## src/rtl/mmio_pkg.sv

```systemverilog
// Shared definitions for the memory-mapped port bank.
//   mem_cmd_t : 2-bit CPU bus command (MWRITE, MREAD; other codes idle)
//   OFF_*     : register offsets within a channel's 4-address slot
package mmio_pkg;

  typedef logic [1:0] mem_cmd_t;

  localparam mem_cmd_t MWRITE = 2'b01;
  localparam mem_cmd_t MREAD  = 2'b11;

  localparam logic [1:0] OFF_OUT  = 2'd0;
  localparam logic [1:0] OFF_IN   = 2'd1;
  localparam logic [1:0] OFF_EDGE = 2'd2;
  localparam logic [1:0] OFF_TGL  = 2'd3;

endpackage

```

## src/rtl/mmio_port_bank_if.sv

```systemverilog
// CPU memory bus as seen by the port bank.
//   mem_addr, mem_cmd, wr_data : driven by the CPU (master)
//   rd_data, rd_hit            : driven by the bank (slave); the top-level
//                                mux selects rd_data onto mdata when rd_hit=1
interface mmio_port_bank_if #(
  parameter int ADDR_W = 10
) ();
  import mmio_pkg::*;

  logic [ADDR_W-1:0] mem_addr;
  mem_cmd_t          mem_cmd;
  logic [15:0]       wr_data;
  logic [15:0]       rd_data;
  logic              rd_hit;

  modport master (output mem_addr, mem_cmd, wr_data, input rd_data, rd_hit);
  modport slave  (input mem_addr, mem_cmd, wr_data, output rd_data, rd_hit);

endinterface

```

## src/rtl/mmio_channel.sv

```systemverilog
// One I/O channel: output register, input synchroniser, edge detector and
// sticky EDGE register with write-1-to-clear.
//   wr_out / wr_tgl / wr_clr : decoded write strobes (load, XOR, W1C)
//   wr_data                  : low DW bits of the CPU write data
//   prime_done               : enables rise detection once the chain is primed
//   pin                      : asynchronous input pins
//   out_q, in_q, edge_q      : OUT register, synchronised input, EDGE register
module mmio_channel
  import mmio_pkg::*;
#(
  parameter int DW          = 8,
  parameter int SYNC_STAGES = 2
) (
  input  logic          clk,
  input  logic          reset_n,
  input  logic          wr_out,
  input  logic          wr_tgl,
  input  logic          wr_clr,
  input  logic [DW-1:0] wr_data,
  input  logic          prime_done,
  input  logic [DW-1:0] pin,
  output logic [DW-1:0] out_q,
  output logic [DW-1:0] in_q,
  output logic [DW-1:0] edge_q
);

  logic [DW-1:0] sync_p [SYNC_STAGES];
  logic [DW-1:0] prev_q;
  logic [DW-1:0] rise;
  logic [DW-1:0] clr_mask;

  assign in_q     = sync_p[SYNC_STAGES-1];
  assign rise     = prime_done ? (in_q & ~prev_q) : '0;
  assign clr_mask = wr_clr ? wr_data : '0;

  always_ff @(posedge clk or negedge reset_n) begin
    if (!reset_n) begin
      for (int i = 0; i < SYNC_STAGES; i++) sync_p[i] <= '0;
      prev_q <= '0;
      edge_q <= '0;
      out_q  <= '0;
    end else begin
      // synchroniser chain -> prev stage -> sticky edge register
      sync_p[0] <= pin;
      for (int i = 1; i < SYNC_STAGES; i++) sync_p[i] <= sync_p[i-1];
      prev_q <= in_q;
      // OR-ing rise after the clear lets a new edge win over a same-cycle W1C
      edge_q <= (edge_q & ~clr_mask) | rise;
      if (wr_out)      out_q <= wr_data;
      else if (wr_tgl) out_q <= out_q ^ wr_data;
    end
  end

endmodule

```

## src/rtl/mmio_port_bank.sv

```systemverilog
// Memory-mapped I/O bank: NCH channels of DW bits, each occupying four
// addresses (OUT, IN, EDGE, TGL) starting at ADDR_BASE.
//   clk, reset_n : clock, asynchronous active-low reset
//   bus          : CPU memory bus (slave side); reads are combinational
//   in_pins      : asynchronous inputs, channel c at [c*DW +: DW]
//   out_pins     : output registers, same packing
//   irq          : OR of every EDGE bit
module mmio_port_bank
  import mmio_pkg::*;
#(
  parameter int                NCH         = 2,
  parameter int                DW          = 8,
  parameter int                ADDR_W      = 10,
  parameter logic [ADDR_W-1:0] ADDR_BASE   = 'h100,
  parameter int                SYNC_STAGES = 2
) (
  input  logic                  clk,
  input  logic                  reset_n,
  mmio_port_bank_if.slave       bus,
  input  logic [NCH*DW-1:0]     in_pins,
  output logic [NCH*DW-1:0]     out_pins,
  output logic                  irq
);

  localparam int                PW         = $clog2(SYNC_STAGES + 2);
  localparam logic [PW-1:0]     PRIME_LAST = PW'(SYNC_STAGES + 1);
  localparam logic [ADDR_W-1:0] NCH_A      = ADDR_W'(NCH);

  logic [ADDR_W-1:0] rel_addr;
  logic [ADDR_W-1:0] ch_idx;
  logic [1:0]        off;
  logic              in_win;
  logic              wr_en;

  // A wrapped subtraction for addresses below the base is rejected by the
  // explicit >= compare, so the channel index alone need not catch it.
  assign rel_addr   = bus.mem_addr - ADDR_BASE;
  assign off        = rel_addr[1:0];
  assign ch_idx     = {2'b00, rel_addr[ADDR_W-1:2]};
  assign in_win     = (bus.mem_addr >= ADDR_BASE) && (ch_idx < NCH_A);
  assign wr_en      = (bus.mem_cmd == MWRITE) && in_win;
  assign bus.rd_hit = (bus.mem_cmd == MREAD) && in_win;

  // Shared priming counter: rise detection stays off until the synchroniser
  // and prev flops hold real pin samples, so pins high through reset are
  // not reported as edges.
  logic [PW-1:0] prime_cnt;
  logic          prime_done;

  assign prime_done = (prime_cnt == PRIME_LAST);

  always_ff @(posedge clk or negedge reset_n) begin
    if (!reset_n)        prime_cnt <= '0;
    else if (!prime_done) prime_cnt <= prime_cnt + 1'b1;
  end

  logic [DW-1:0]     out_q  [NCH];
  logic [DW-1:0]     in_q   [NCH];
  logic [DW-1:0]     edge_q [NCH];
  logic [NCH*DW-1:0] edge_all;

  for (genvar c = 0; c < NCH; c++) begin : g_ch
    logic sel;
    assign sel = wr_en && (ch_idx == ADDR_W'(c));

    mmio_channel #(
      .DW          (DW),
      .SYNC_STAGES (SYNC_STAGES)
    ) u_ch (
      .clk        (clk),
      .reset_n    (reset_n),
      .wr_out     (sel && (off == OFF_OUT)),
      .wr_tgl     (sel && (off == OFF_TGL)),
      .wr_clr     (sel && (off == OFF_EDGE)),
      .wr_data    (bus.wr_data[DW-1:0]),
      .prime_done (prime_done),
      .pin        (in_pins[c*DW +: DW]),
      .out_q      (out_q[c]),
      .in_q       (in_q[c]),
      .edge_q     (edge_q[c])
    );

    assign out_pins[c*DW +: DW] = out_q[c];
    assign edge_all[c*DW +: DW] = edge_q[c];
  end

  assign irq = |edge_all;

  logic [DW-1:0] rd_field;

  always_comb begin
    rd_field = '0;
    for (int c = 0; c < NCH; c++) begin
      if (ch_idx == ADDR_W'(c)) begin
        case (off)
          OFF_OUT:  rd_field = out_q[c];
          OFF_IN:   rd_field = in_q[c];
          OFF_EDGE: rd_field = edge_q[c];
          default:  rd_field = '0;
        endcase
      end
    end
  end

  assign bus.rd_data = bus.rd_hit ? 16'(rd_field) : 16'h0000;

  if (DW < 16) begin : g_unused
    logic unused_wr_hi;
    assign unused_wr_hi = ^bus.wr_data[15:DW];
  end

endmodule
```

## src/flat_wrapper.sv

```systemverilog
// flat-port wrapper written by rule: the top's interface ports become plain ports
module mmio_port_bank_flat import mmio_pkg::*;
#(
  parameter int                NCH         = 2,
  parameter int                DW          = 8,
  parameter int                ADDR_W      = 10,
  parameter logic [ADDR_W-1:0] ADDR_BASE   = 'h100,
  parameter int                SYNC_STAGES = 2
)
  (clk, reset_n, in_pins, out_pins, irq, bus_mem_addr, bus_mem_cmd, bus_wr_data, bus_rd_data, bus_rd_hit);
  mmio_port_bank_if #(.ADDR_W(ADDR_W)) bus_i ();
  input  logic clk;
  input  logic reset_n;
  input  logic [NCH*DW-1:0] in_pins;
  output logic [NCH*DW-1:0] out_pins;
  output logic irq;
  input wire logic [$bits(bus_i.mem_addr)-1:0] bus_mem_addr;
  input wire logic [$bits(bus_i.mem_cmd)-1:0] bus_mem_cmd;
  input wire logic [$bits(bus_i.wr_data)-1:0] bus_wr_data;
  output wire logic [$bits(bus_i.rd_data)-1:0] bus_rd_data;
  output wire logic [$bits(bus_i.rd_hit)-1:0] bus_rd_hit;
  assign bus_i.mem_addr = bus_mem_addr;
  assign bus_i.mem_cmd = bus_mem_cmd;
  assign bus_i.wr_data = bus_wr_data;
  assign bus_rd_data = bus_i.rd_data;
  assign bus_rd_hit = bus_i.rd_hit;
  mmio_port_bank #(.NCH(NCH), .DW(DW), .ADDR_W(ADDR_W), .ADDR_BASE(ADDR_BASE), .SYNC_STAGES(SYNC_STAGES)) u_core (.clk(clk), .reset_n(reset_n), .bus(bus_i), .in_pins(in_pins), .out_pins(out_pins), .irq(irq));
endmodule
```

## config.mk

```make
export PLATFORM = sky130hd
export DESIGN_NAME = mmio_port_bank_flat
export DESIGN_NICKNAME = d
export VERILOG_FILES = /design/src/rtl/mmio_pkg.sv /design/src/rtl/mmio_port_bank_if.sv /design/src/rtl/mmio_channel.sv /design/src/rtl/mmio_port_bank.sv /design/src/flat_wrapper.sv
export SDC_FILE = /design/constraint.sdc
export NUM_CORES = 1
export LEC_CHECK = 0
export ABC_CLOCK_PERIOD_IN_PS = 3300
export CAP_MARGIN = 20
export CORE_MARGIN = 4
export CORE_UTILIZATION = 65
export CTS_BUF_LIST = sky130_fd_sc_hd__clkbuf_8
export DETAILED_ROUTE_END_ITERATION = 8
export DONT_BUFFER_PORTS = 1
export PLACE_DENSITY = 0.83
export SYNTH_ARGS = -nofsm -noshare
export SYNTH_HDL_FRONTEND = slang
export SYNTH_SLANG_ARGS = --single-unit
```

## constraint.sdc

```tcl
create_clock -name clk -period 3.3 [get_ports clk]
set_input_delay 0.495 -clock clk [delete_from_list [all_inputs] [get_ports clk]]
set_output_delay 0.495 -clock clk [all_outputs]
set_load 0.01 [all_outputs]
```

# After elaboration in Yosys (flattened, before gate mapping)
# Index checks and enable logic that the tools add are counted.
[word_totals] ramBits=0 input_bits=46 rom_bits=0 elab_cells=63 ff_bits=82 out_inout_bits=34 n_memories=0 latchBits=0
[op_classes] eq_ne=7 bitwise_logic=12 div_mod_pow=0 order_cmp=2 n_shift=0 n_reduce_logical=16 muxes=13 add_sub_neg=2 multipliers=0
[op_table] operator="$mux W8" n=11
[op_table] operator="$pmux W8 S3" n=2
[op_table] operator="$and A8 B8 Y8" n=4
[op_table] operator="$not A8 Y8" n=4
[op_table] operator="$or A8 B8 Y8" n=2
[op_table] operator="$reduce_or A16 Y1" n=1
[op_table] operator="$xor A8 B8 Y8" n=2
[op_table] operator="$logic_and A1 B1 Y1" n=11
[op_table] operator="$ge A10 B9 Y1 const B" n=1
[op_table] operator="$logic_not A10 Y1" n=1
[op_table] operator="$sub A10 B9 Y10 const B" n=1
[op_table] operator="$eq A2 B2 Y1 const B" n=4
[op_table] operator="$eq A8 B1 Y1 const B" n=1
[op_table] operator="$lt A8 B2 Y1 const B" n=1
[op_table] operator="$eq A2 B1 Y1 const B" n=2
[op_table] operator="$reduce_bool A2 Y1" n=2
[op_table] operator="$add A2 B1 Y2 const B" n=1
[op_table] operator="$logic_not A2 Y1" n=1

# Depth between registers and ports, before layout
[logic_depth] word_depth=10 ltp_mapped=6 mapped_depth_nobuf=3

# By module
# From an unflattened synthesis, not the netlist that was laid out.
[hier_totals] hier_cells=312 hier_area_um2=3738.6
[by_module_without_submodules] mod="mmio_channel (u_core.g_ch[0].u_ch)" seq_area_each_um2=1001.0 cells_each=109 area_each_um2=1503.9 n_inst=1
[by_module_without_submodules] mod="mmio_channel (u_core.g_ch[1].u_ch)" seq_area_each_um2=1001.0 cells_each=109 area_each_um2=1493.9 n_inst=1
[by_module_without_submodules] mod="mmio_port_bank" seq_area_each_um2=50.0 cells_each=94 area_each_um2=740.7 n_inst=1

# Worst setup path before layout
# Ideal clock, no wire load.
[synth_timing] kind="input port to output port" from="in bus_mem_addr[0]" to="out bus_rd_data[6]" stages=6 arrival_ns=1.673 path_buffers=3 path_slack_ns=1.132 t_required_ns=2.805 path_cell_list="buf_2 > nor2b_1 > buf_2 > clkbuf_1 > a21oi_1 > a221oi_2"
[synth_via] elab_chain_len=6 elab_cells_between_ends=15 cone_classes="add/sub: 1; order compare: 2; eq/ne: 3; mux: 5; reduce/logical: 4"
[synth_lines] element="start: declaration" line_no="flat_wrapper.sv:17" text="input wire logic [$bits(bus_i.mem_addr)-1:0] bus_mem_addr;"
[synth_lines] element="parallel branches: the longest is 5 deep, another holds $sub A10 B9 Y10"
[synth_lines] element="$mux W8 (*)" line_no="mmio_port_bank.sv:105" text="assign bus.rd_data = bus.rd_hit ? 16'(rd_field) : 16'h0000;"
[synth_lines] element="end: declaration" line_no="flat_wrapper.sv:20" text="output wire logic [$bits(bus_i.rd_data)-1:0] bus_rd_data;"
# Mark *: on every way between the ends.

# Worst setup path after layout
[layout_timing] from="in bus_mem_addr[7]" to="out bus_rd_data[1]"
[layout_via] elab_chain_len=5 elab_cells_between_ends=10 cone_classes="add/sub: 1; order compare: 2; eq/ne: 1; mux: 3; reduce/logical: 3"
[layout_lines] element="$sub A10 B9 Y10" line_no="mmio_port_bank.sv:37" text="assign rel_addr = bus.mem_addr - ADDR_BASE;"
[layout_lines] element="$lt A8 B2 Y1 / $logic_not A10 Y1 (equally long branches)" line_no="mmio_port_bank.sv:40, mmio_port_bank.sv:94"
[layout_lines] element="$logic_and A1 B1 Y1 / $mux W8 (equally long branches)" line_no="mmio_port_bank.sv:40, mmio_port_bank.sv:94"
[layout_lines] element="$logic_and A1 B1 Y1 / $mux W8 (equally long branches)" line_no="mmio_port_bank.sv:42, mmio_port_bank.sv:94"
[layout_lines] element="$mux W8 (*)" line_no="mmio_port_bank.sv:105"
# Mark *: on every way between the ends. The rest lies on a longest branch, timed or not.

==> impl_metrics.json <==
{
  "io_pins": 80,
  "synth_warnings": 0,
  "numCtsBuffers": 9,
  "slew_headroom": 0.413,
  "syn_area_um2": 4120,
  "crit_buf_inv": 0,
  "htree_levels": 3,
  "worst_hold_path_type": "input pin to async pin",
  "die_w_um": 87.6,
  "io_buffers": 0,
  "syn_inst": 353,
  "synth-edff-count": 0,
  "max_stage_delay_ns": 0.45,
  "cts_root_buf": "clkbuf_8",
  "drtIter0Drc": 383,
  "grtUsageTotal": 0.257,
  "p_total_mw": 1.86,
  "min_period_ns": 2.16,
  "layout-drive-gt1-share": 0.152,
  "period_share": 0.655,
  "ys_seq_elements": 82,
  "initial_core_util": 0.684,
  "maxCapViolations": 0,
  "power.density_nw_per_um2": 433,
  "routed_wl_mm": 9.42,
  "ctsLongestPathBuffers": 2,
  "start_kind": "input pin",
  "crit_chain": "nor3b_4 > nand4_4 > a221oi_2",
  "final_antenna_net_count": 0,
  "grt_pass1_wl_mm": 15.2,
  "cp.arrival_ns": 1.67,
  "area_delta_synth_final_pct": 4.04,
  "yosysTopAreaCell": "dfrtp_1",
  "via_per_inst": 7.27,
  "diodes": 0,
  "top_layer": "met4",
  "final-max-slew-violation-count": 0,
  "wl_met2_mm": 4.35,
  "grt_pass1_vias": 2880,
  "clock_latency_ns": 0.35,
  "grt_antenna_before_repair": 0,
  "worstSetupEndpointType": "primary output",
  "synthFlopType": "dfrtp_1",
  "hold_buffers": 1,
  "worst_slew_pin_slew_ns": 0.873,
  "crit_required_ns": 2.80,
  "synth_top_area_share": 0.498,
  "cts_tree": "yes",
  "crit_slowest_cell": "nor3b_4",
  "drt-met1-wl_mm": 3.92,
  "synth_most_common_cell": "dfrtp_1",
  "setup_viol": 0,
  "rsz0062_at_grt": "false",
  "final_core_util": 0.712,
  "synthArstFlopShare": 1.00,
  "max-vdd-ir-drop_v": 0.000352,
  "place.gp.congestion": 0.784,
  "path_max_fanout": 18,
  "cts_setup_buffers": 0,
  "fmax_mhz": 462,
  "grt_max_degree": 83,
  "netlist_top_cells_area": "dfrtp_1, mux2i_1, a32oi_1",
  "firstDrtPassIters": 5,
  "fin_tns_setup_ns": 0,
  "nets": 385,
  "grt_overflow": 0,
  "coreArea_um2": 6030,
  "path_delay_family": "simple AND/OR/NAND/NOR gates",
  "avgSynthCellArea_um2": 11.7,
  "clock_skew_ns": 0.0154,
  "hold_violations": 0,
  "leakagePower_nw": 1.73,
  "rows": 28,
  "dieHeight_um": 87.6,
  "dpl.hpwl_mm": 6.07,
  "wire_per_inst_um": 22.5,
  "ys_seq_area_frac": 0.498,
  "clock_sinks": 82,
  "r2r_slack_ns": 1.65,
  "vias": 3039,
  "synthTopCellsByCount": "dfrtp_1, a21oi_1, inv_1, nand2_1",
  "critPathKind": "input pin to primary output",
  "clkTransAtPathRegs_ns": 0.09,
  "dr_wl_met3_mm": 1.02,
  "dieArea_um2": 7680,
  "outcome": "finished clean",
  "ctsResizeCount": 0,
  "route.detailed.drc": 0,
  "ys_types": 42
}
==> through the flow <==
step | cells | cell area (um2) | hold slack [ns] | setup slack (ns)
6_report | 418 | 4290 | 0.00476 | 1.14
5_1_grt | 418 | 4290 | 0.0277 | 1.06
4_1_cts | 417 | 4260 | 0.0500 | 1.13
3_5_place_dp | 400 | 4050 | 0.201 | 1.07
3_3_place_gp | 400 | 4050 | 0.201 | 1.09
2_1_floorplan | 360 | 4150 | 0.199 | 1.13
==> worst paths after layout <==
| check | from | end | cells after the start |
|---|---|---|---|
| max | bus_mem_addr[7] | bus_rd_data[1] | 3 |
| min | reset_n | u_core.g_ch[1].u_ch.out_q[2] | 1 |
| max reg2reg | u_core.g_ch[0].u_ch.out_q[6] | u_core.g_ch[0].u_ch.out_q[6] | 3 |
| min reg2reg | u_core.g_ch[0].u_ch.sync_p[15] | u_core.g_ch[0].u_ch.in_q[7] | 0 |
| max in group asynchronous | reset_n | u_core.g_ch[1].u_ch.in_q[1] | 1 |
| min in group clk | in_pins[6] | u_core.g_ch[0].u_ch.sync_p[14] | 0 |
==> cells by family after synthesis <==
group,count (synthesis),share of synthesized area
fa+ha+maj,1,0.00304
other cells,1,0.000910
xor+xnor,2,0.00607
flops,82,0.498
buf+inv,63,0.0738
simple gates,91,0.153
mux,17,0.0416
compound gates,96,0.224
==> routing by layer <==
| layer | GRT usage | vias up |
|---|---|---|
| met4 | 0.0907 | 0 |
| met3 | 0.0734 | 21 |
| met2 | 0.376 | 201 |
| met5 | 0 | - |
| met1 | 0.370 | 1506 |
| li1 | - | 1311 |
==> registers in the layout, summed over array words and instances (netlist names) <==
name / flops
u_core.g_ch.u_ch.in_q: 16
u_core.g_ch.u_ch.out_q: 16
u_core.g_ch.u_ch.sync_p: 16
u_core.g_ch.u_ch.prev_q: 16
u_core.g_ch.u_ch.edge_q: 16
u_core.prime_cnt: 2
==> cell usage in the layout, fill, tap and decap left out, types with 2 or more instances in the layout <==
master,count
nor4bb_1,8
nor4_1,4
clkbuf_8,10
inv_1,25
inv_6,2
nor3_1,8
dfrtp_1,82
a21oi_1,24
o41ai_1,8
or3_1,8
a32oi_1,16
a2bb2oi_1,8
or3b_1,2
nand3_1,8
a2111oi_2,7
or4bb_1,9
nand2_1,24
buf_4,3
clkinvlp_4,2
a41oi_1,16
conb_1,8
or2_1,9
buf_16,2
a221oi_2,8
o41ai_2,8
mux2i_1,16
==> cell type report <==
class	count	area [um2]
clock inverter	6	41.3
fill	402	1740
timing repair buffer	5	77.6
tap	75	93.8
sequential	82	2050
clock buffer	10	138
inverter	25	93.8
multi-input combinational	215	1790
==> where the power goes <==
group / internal, mW / switching [mW]
clock: 0.295 / 0.366
combinational: 0.0541 / 0.0899
sequential: 1.04 / 0.0175
Power figures use the tool's default switching activity.
